## src/rtl/icicle_wb_pkg.sv

```systemverilog
// Shared Wishbone definitions for the icicle CPU bus fabric.
// Contents: bus field widths and the arbiter grant encoding.
package icicle_wb_pkg;

  localparam int unsigned WB_ADR_W = 30;
  localparam int unsigned WB_DAT_W = 32;
  localparam int unsigned WB_SEL_W = 4;

  typedef enum logic [1:0] {
    GRANT_IDLE = 2'd0,
    GRANT_IBUS = 2'd1,
    GRANT_DBUS = 2'd2
  } grant_t;

endpackage

```

## src/rtl/wb_watchdog.sv

```systemverilog
// Bus watchdog: counts consecutive unanswered strobe cycles and flags expiry.
// Ports:
//   clock, reset : clock and synchronous active-high reset
//   clear        : zero the count (ack/err seen, or no grant held)
//   busy         : a strobe cycle is outstanding with no ack/err this cycle
//   expired      : count has reached TIMEOUT (never asserted when TIMEOUT=0)
module wb_watchdog #(
  parameter int unsigned TIMEOUT = 255
) (
  input  logic clock,
  input  logic reset,
  input  logic clear,
  input  logic busy,
  output logic expired
);

  localparam int unsigned CNT_W = (TIMEOUT > 0) ? $clog2(TIMEOUT + 1) : 1;

  logic [CNT_W-1:0] r_count;

  // Counter holds at TIMEOUT so expiry cannot wrap back to zero.
  always_ff @(posedge clock) begin
    if (reset || clear) begin
      r_count <= '0;
    end else if (busy && !expired) begin
      r_count <= r_count + CNT_W'(1);
    end
  end

  assign expired = (TIMEOUT != 0) && (r_count == CNT_W'(TIMEOUT));

endmodule

```

## src/rtl/wishbone_arbiter.sv

```systemverilog
// Two-to-one classic Wishbone arbiter: CPU instruction bus and data bus onto
// one shared memory port, alternating on contention, with a hung-slave watchdog.
// Ports:
//   clock, reset          : clock and synchronous active-high reset
//   ibus_*                : instruction master (read-only, word addressed)
//   dbus_*                : data master (loads/stores with byte lanes)
//   mem_*                 : shared slave port
// Forward and return paths are combinational from the registered grant.
module wishbone_arbiter
  import icicle_wb_pkg::*;
#(
  parameter int unsigned TIMEOUT = 255
) (
  input  logic                clock,
  input  logic                reset,
  input  logic [WB_ADR_W-1:0] ibus_adr,
  input  logic                ibus_cyc,
  input  logic                ibus_stb,
  output logic [WB_DAT_W-1:0] ibus_dat_r,
  output logic                ibus_ack,
  output logic                ibus_err,
  input  logic [WB_ADR_W-1:0] dbus_adr,
  input  logic [WB_DAT_W-1:0] dbus_dat_w,
  input  logic [WB_SEL_W-1:0] dbus_sel,
  input  logic                dbus_we,
  input  logic                dbus_cyc,
  input  logic                dbus_stb,
  output logic [WB_DAT_W-1:0] dbus_dat_r,
  output logic                dbus_ack,
  output logic                dbus_err,
  output logic [WB_ADR_W-1:0] mem_adr,
  output logic [WB_DAT_W-1:0] mem_dat_w,
  output logic [WB_SEL_W-1:0] mem_sel,
  output logic                mem_we,
  output logic                mem_cyc,
  output logic                mem_stb,
  input  logic [WB_DAT_W-1:0] mem_dat_r,
  input  logic                mem_ack,
  input  logic                mem_err
);

  grant_t r_grant;
  grant_t r_last;

  logic w_req_i;
  logic w_req_d;
  logic w_m_cyc;
  logic w_m_stb;
  logic w_busy;
  logic w_clear;
  logic w_expired;
  logic w_timeout;

  assign w_req_i = ibus_cyc & ibus_stb;
  assign w_req_d = dbus_cyc & dbus_stb;

  // Cycle/strobe of whichever master currently owns the port.
  always_comb begin
    w_m_cyc = 1'b0;
    w_m_stb = 1'b0;
    case (r_grant)
      GRANT_IBUS: begin
        w_m_cyc = ibus_cyc;
        w_m_stb = ibus_stb;
      end
      GRANT_DBUS: begin
        w_m_cyc = dbus_cyc;
        w_m_stb = dbus_stb;
      end
      default: ;
    endcase
  end

  // Count resets through every IDLE cycle, so each grant starts from zero.
  assign w_busy  = w_m_cyc & w_m_stb & ~mem_ack & ~mem_err;
  assign w_clear = (r_grant == GRANT_IDLE) | mem_ack | mem_err;

  wb_watchdog #(
    .TIMEOUT (TIMEOUT)
  ) u_watchdog (
    .clock   (clock),
    .reset   (reset),
    .clear   (w_clear),
    .busy    (w_busy),
    .expired (w_expired)
  );

  // A slave answer in the expiry cycle takes priority over the forced error.
  assign w_timeout = w_expired & ~mem_ack & ~mem_err & (r_grant != GRANT_IDLE);

  // Grant FSM: tie goes to the master that was not served last.
  always_ff @(posedge clock) begin
    if (reset) begin
      r_grant <= GRANT_IDLE;
      r_last  <= GRANT_DBUS;
    end else begin
      case (r_grant)
        GRANT_IDLE: begin
          if (w_req_i && (!w_req_d || (r_last != GRANT_IBUS))) begin
            r_grant <= GRANT_IBUS;
            r_last  <= GRANT_IBUS;
          end else if (w_req_d) begin
            r_grant <= GRANT_DBUS;
            r_last  <= GRANT_DBUS;
          end
        end
        GRANT_IBUS, GRANT_DBUS: begin
          if (!w_m_cyc || w_timeout) begin
            r_grant <= GRANT_IDLE;
          end
        end
        default: r_grant <= GRANT_IDLE;
      endcase
    end
  end

  // Forward path; instruction fetches are always full-word reads.
  always_comb begin
    mem_adr   = '0;
    mem_dat_w = '0;
    mem_sel   = '0;
    mem_we    = 1'b0;
    mem_cyc   = 1'b0;
    mem_stb   = 1'b0;
    case (r_grant)
      GRANT_IBUS: begin
        mem_adr = ibus_adr;
        mem_sel = '1;
        mem_cyc = ibus_cyc & ~w_timeout;
        mem_stb = ibus_stb & ~w_timeout;
      end
      GRANT_DBUS: begin
        mem_adr   = dbus_adr;
        mem_dat_w = dbus_dat_w;
        mem_sel   = dbus_sel;
        mem_we    = dbus_we;
        mem_cyc   = dbus_cyc & ~w_timeout;
        mem_stb   = dbus_stb & ~w_timeout;
      end
      default: ;
    endcase
  end

  // Return path: handshakes only to the owner, read data to both.
  assign ibus_ack   = (r_grant == GRANT_IBUS) & mem_ack;
  assign ibus_err   = (r_grant == GRANT_IBUS) & (mem_err | w_timeout);
  assign dbus_ack   = (r_grant == GRANT_DBUS) & mem_ack;
  assign dbus_err   = (r_grant == GRANT_DBUS) & (mem_err | w_timeout);
  assign ibus_dat_r = mem_dat_r;
  assign dbus_dat_r = mem_dat_r;

endmodule

```

## config.mk

```make
export PLATFORM = sky130hd
export DESIGN_NAME = wishbone_arbiter
export DESIGN_NICKNAME = d
export VERILOG_FILES = /design/src/rtl/icicle_wb_pkg.sv /design/src/rtl/wb_watchdog.sv /design/src/rtl/wishbone_arbiter.sv
export SDC_FILE = /design/constraint.sdc
export NUM_CORES = 1
export LEC_CHECK = 0
export BUFFER_PORTS_ARGS = -buffer_cell sky130_fd_sc_hd__buf_2
export CORE_AREA = 2 2 106 108
export CTS_CLUSTER_DIAMETER = 150
export DETAILED_ROUTE_END_ITERATION = 12
export DIE_AREA = 0 0 108 110
export SYNTH_ARGS = -nofsm -noshare
export SYNTH_HDL_FRONTEND = slang
export SYNTH_SLANG_ARGS = --single-unit
```

## constraint.sdc

```tcl
create_clock -name clock -period 4.73 [get_ports clock]
set_input_delay 0.7095 -clock clock [delete_from_list [all_inputs] [get_ports clock]]
set_output_delay 0.7095 -clock clock [all_outputs]
set_load 0.1 [all_outputs]
```

==> flow_metrics.tcl <==
set metrics [dict create \
    outcome "finished clean" \
    vias_per_cell 4.45 \
    ys_seq_area_frac 0.117 \
    intPower_w 0.000274 \
    syn-num-nets 415 \
    busiest_layer "met2" \
    holdPathStages 2 \
    grt_use_met1 0.161 \
    firstDrtPassIters 4 \
    cts.sinks 12 \
    cts_tree "built" \
    max_freq_ghz 0.299 \
    rsz0062_at_grt "no" \
    arrival_ns 2.64 \
    clock_latency_ns 0.24 \
    die-area_mm2 0.0119 \
    wl_per_cell_um 16.6 \
    grt_use_met2 0.211 \
    finalSetupTns_ns 0 \
    grt_max_degree 75 \
    cts_max_level 1 \
    holdWs_ns 0.482 \
    cts_buffers 3 \
    synthCells 274 \
    io_buffers 177 \
    r2r-end "u_watchdog.r_count[4]" \
    grt_antenna_before_repair 0 \
    timing.reg2reg.setup_slack_ns 1.87 \
    drtAntennaViolNets 0 \
    r2r-start "r_grant[0]" \
    critical_path.max_fanout 13 \
    via_count 2283 \
    switching_share 0.558 \
    fillers 1187 \
    path_clk_slew_ns 0.05 \
    diodes 0 \
    cts_root_buf "clkbuf_8" \
    clock_skew_ns 0.00146 \
    fp-row-count 38 \
    syn_area_mm2 0.00205 \
    p_clk_frac 0.183 \
    pin_count 274 \
    finalCriticalPeriod_ns 3.35 \
    synth_edf_count 0 \
    initial_core_util 0.191 \
    core_mm2 0.0107 \
    leakagePower_nw 1.28 \
    gr-usage-all-layers 0.127 \
    final_core_util 0.243 \
    cp-end-kind "primary output" \
    syn_to_final_growth_pct 27.3 \
    fin_nets 515 \
    ys_warn_count 0 \
    worst_pin_slew_ns 1.19 \
    min_from "u_watchdog.r_count[7]" \
    max_stage_delay_ns 0.65 \
    die_h_um 110 \
    power_switching_w 0.000345 \
    drt_iter0_drc 139 \
    synth-seq-cells 12 \
    routed_wl_um 8540 \
    post_cts_resized 0 \
    ctsHoldBuffers 0 \
    gr-total-overflow 0 \
    use_met3 0.0341 \
    ys.flop_type "dfxtp_1" \
    holdCritPathClass "reg -> reg" \
    grt_pass1_vias 2063 \
    place_ws_ns 1.62 \
    final.setup.worst_slack_ns 1.38 \
    ir_worst_vdd_mv 0.223 \
    crit_path_cell_trace "ha_1 -> nand4_1 -> nor2_1 -> a21oi_1 -> nor2b_1 -> buf_2" \
    critPathKind "reg -> out" \
    place_congestion 0.737 \
    hpwlAfterDp_um 7190 \
    hold_viol_final 0 \
    start_kind "register" \
    relSlewSlack 0.204 \
    drive_gt1_frac 0.515 \
    period_share 0.707 \
    cp.required_ns 4.02 \
    worst_path_max_delay_cell "nor2_1" \
    drc_errors 0 \
    min_to "u_watchdog.r_count[7]" \
    slew_violations 0 \
    syn_area_per_cell_um2 7.47 \
    finalSetupViolations 0 \
    die_w_um 108 \
    p_per_area_mw_per_mm2 238 \
    clockBufferDepth 2 \
    grt_pass1_wl_um 11600 \
    power_frac_comb 0.646 \
    synth_cell_type_count 43 \
    cts_setup_buffers 0 \
    ys_async_sr_fraction 0 \
    p_seq_frac 0.170 \
    drv_cap 0 \
    reg2reg_depth 6 \
]
[power by group through the flow]
stage	logic [W]	registers, W	clock network (W)
floorplan	0.000562	0.000107	0
global placement	0.000401	0.000107	0
detailed placement	0.000402	0.000108	0
CTS	0.000403	0.000105	0.000115
global route	0.000419	0.000106	0.000122
finish	0.000400	0.000105	0.000114
[metrics by stage]
step | cell area [µm²] | power [W] | std cells
global placement | 2550 | 0.000508 | 509
finish | 2600 | 0.000619 | 513
floorplan | 2050 | 0.000669 | 274
detailed placement | 2550 | 0.000510 | 509
global route | 2600 | 0.000646 | 513
CTS | 2600 | 0.000624 | 513
[cell families after synthesis]
| family | share of synthesized area |
|---|---|
| buffers and inverters | 0.283 |
| multiplexers | 0.0147 |
| AO/OA/AOI/OAI | 0.229 |
| flip-flops | 0.117 |
| AND/OR/NAND/NOR | 0.331 |
| adder cells (fa/ha/maj) | 0.0245 |
[state kept, by name (all words and copies together), names as in the netlist]
name / count
r_grant: 2
r_last: 2
u_watchdog.r_count: 8
[how the worst max path moves through the flow]
stage	startpoint	endpoint	slack, ns	cells after the start
after floorplan	u_watchdog.r_count[0]	dbus_err	1.39	6
after global placement	u_watchdog.r_count[0]	ibus_err	1.69	6
after detailed placement	u_watchdog.r_count[0]	ibus_err	1.62	6
after CTS	u_watchdog.r_count[0]	ibus_err	1.36	6
after global routing	u_watchdog.r_count[0]	dbus_err	1.14	6
final	u_watchdog.r_count[0]	ibus_err	1.38	6
[cell usage after synthesis (all sizes together) (4+ instances only)]
master	instances	area share
a21oi	11	0.027
a22oi	32	0.12
and2	35	0.11
buf	72	0.26
clkbuf	11	0.020
dfxtp	12	0.12
ha	4	0.024
nand2b	5	0.015
nand3	6	0.015
nor2	7	0.013
nor2b	36	0.11
[cell usage in the layout, fill, tap and decap left out, types with 4 or more instances in the layout]
master,netlist,final
buf_2,4,177
a21oi_1,11,11
clkbuf_8,0,4
dfxtp_1,12,12
nand2b_1,5,5
and2_1,35,35
a22oi_1,32,32
nor2b_1,36,36
nand3_1,6,6
nor2_1,7,7
[final cells by class]
class | count | area [µm²] | share of cell area
clock buffers | 4 | 55.1 | 0.0211
inverters | 3 | 11.3 | 0.00432
multi-input cells | 176 | 1230 | 0.472
flip-flops and latches | 12 | 240 | 0.0923
well taps | 140 | 175 | 0.0673
repair buffers | 178 | 893 | 0.343
[critical path, delay by kind of cell, from the launching register on]
family | cells | cell delay, ns
buffers and inverters | 1 | 0.43
AOI/OAI and AO/OA | 1 | 0.25
and+or+nand+nor | 3 | 1.02
DFF | 1 | 0.41
adders and majority gates | 1 | 0.28
[layer usage]
metal / vias up / routed length [µm]
met2: 150 / 4020
met1: 1035 / 3530
met3: 10 / 813
met5: - / 0
li1: 1088 / -
met4: 0 / 180
Note: power is estimated with default switching activity, not from simulation.
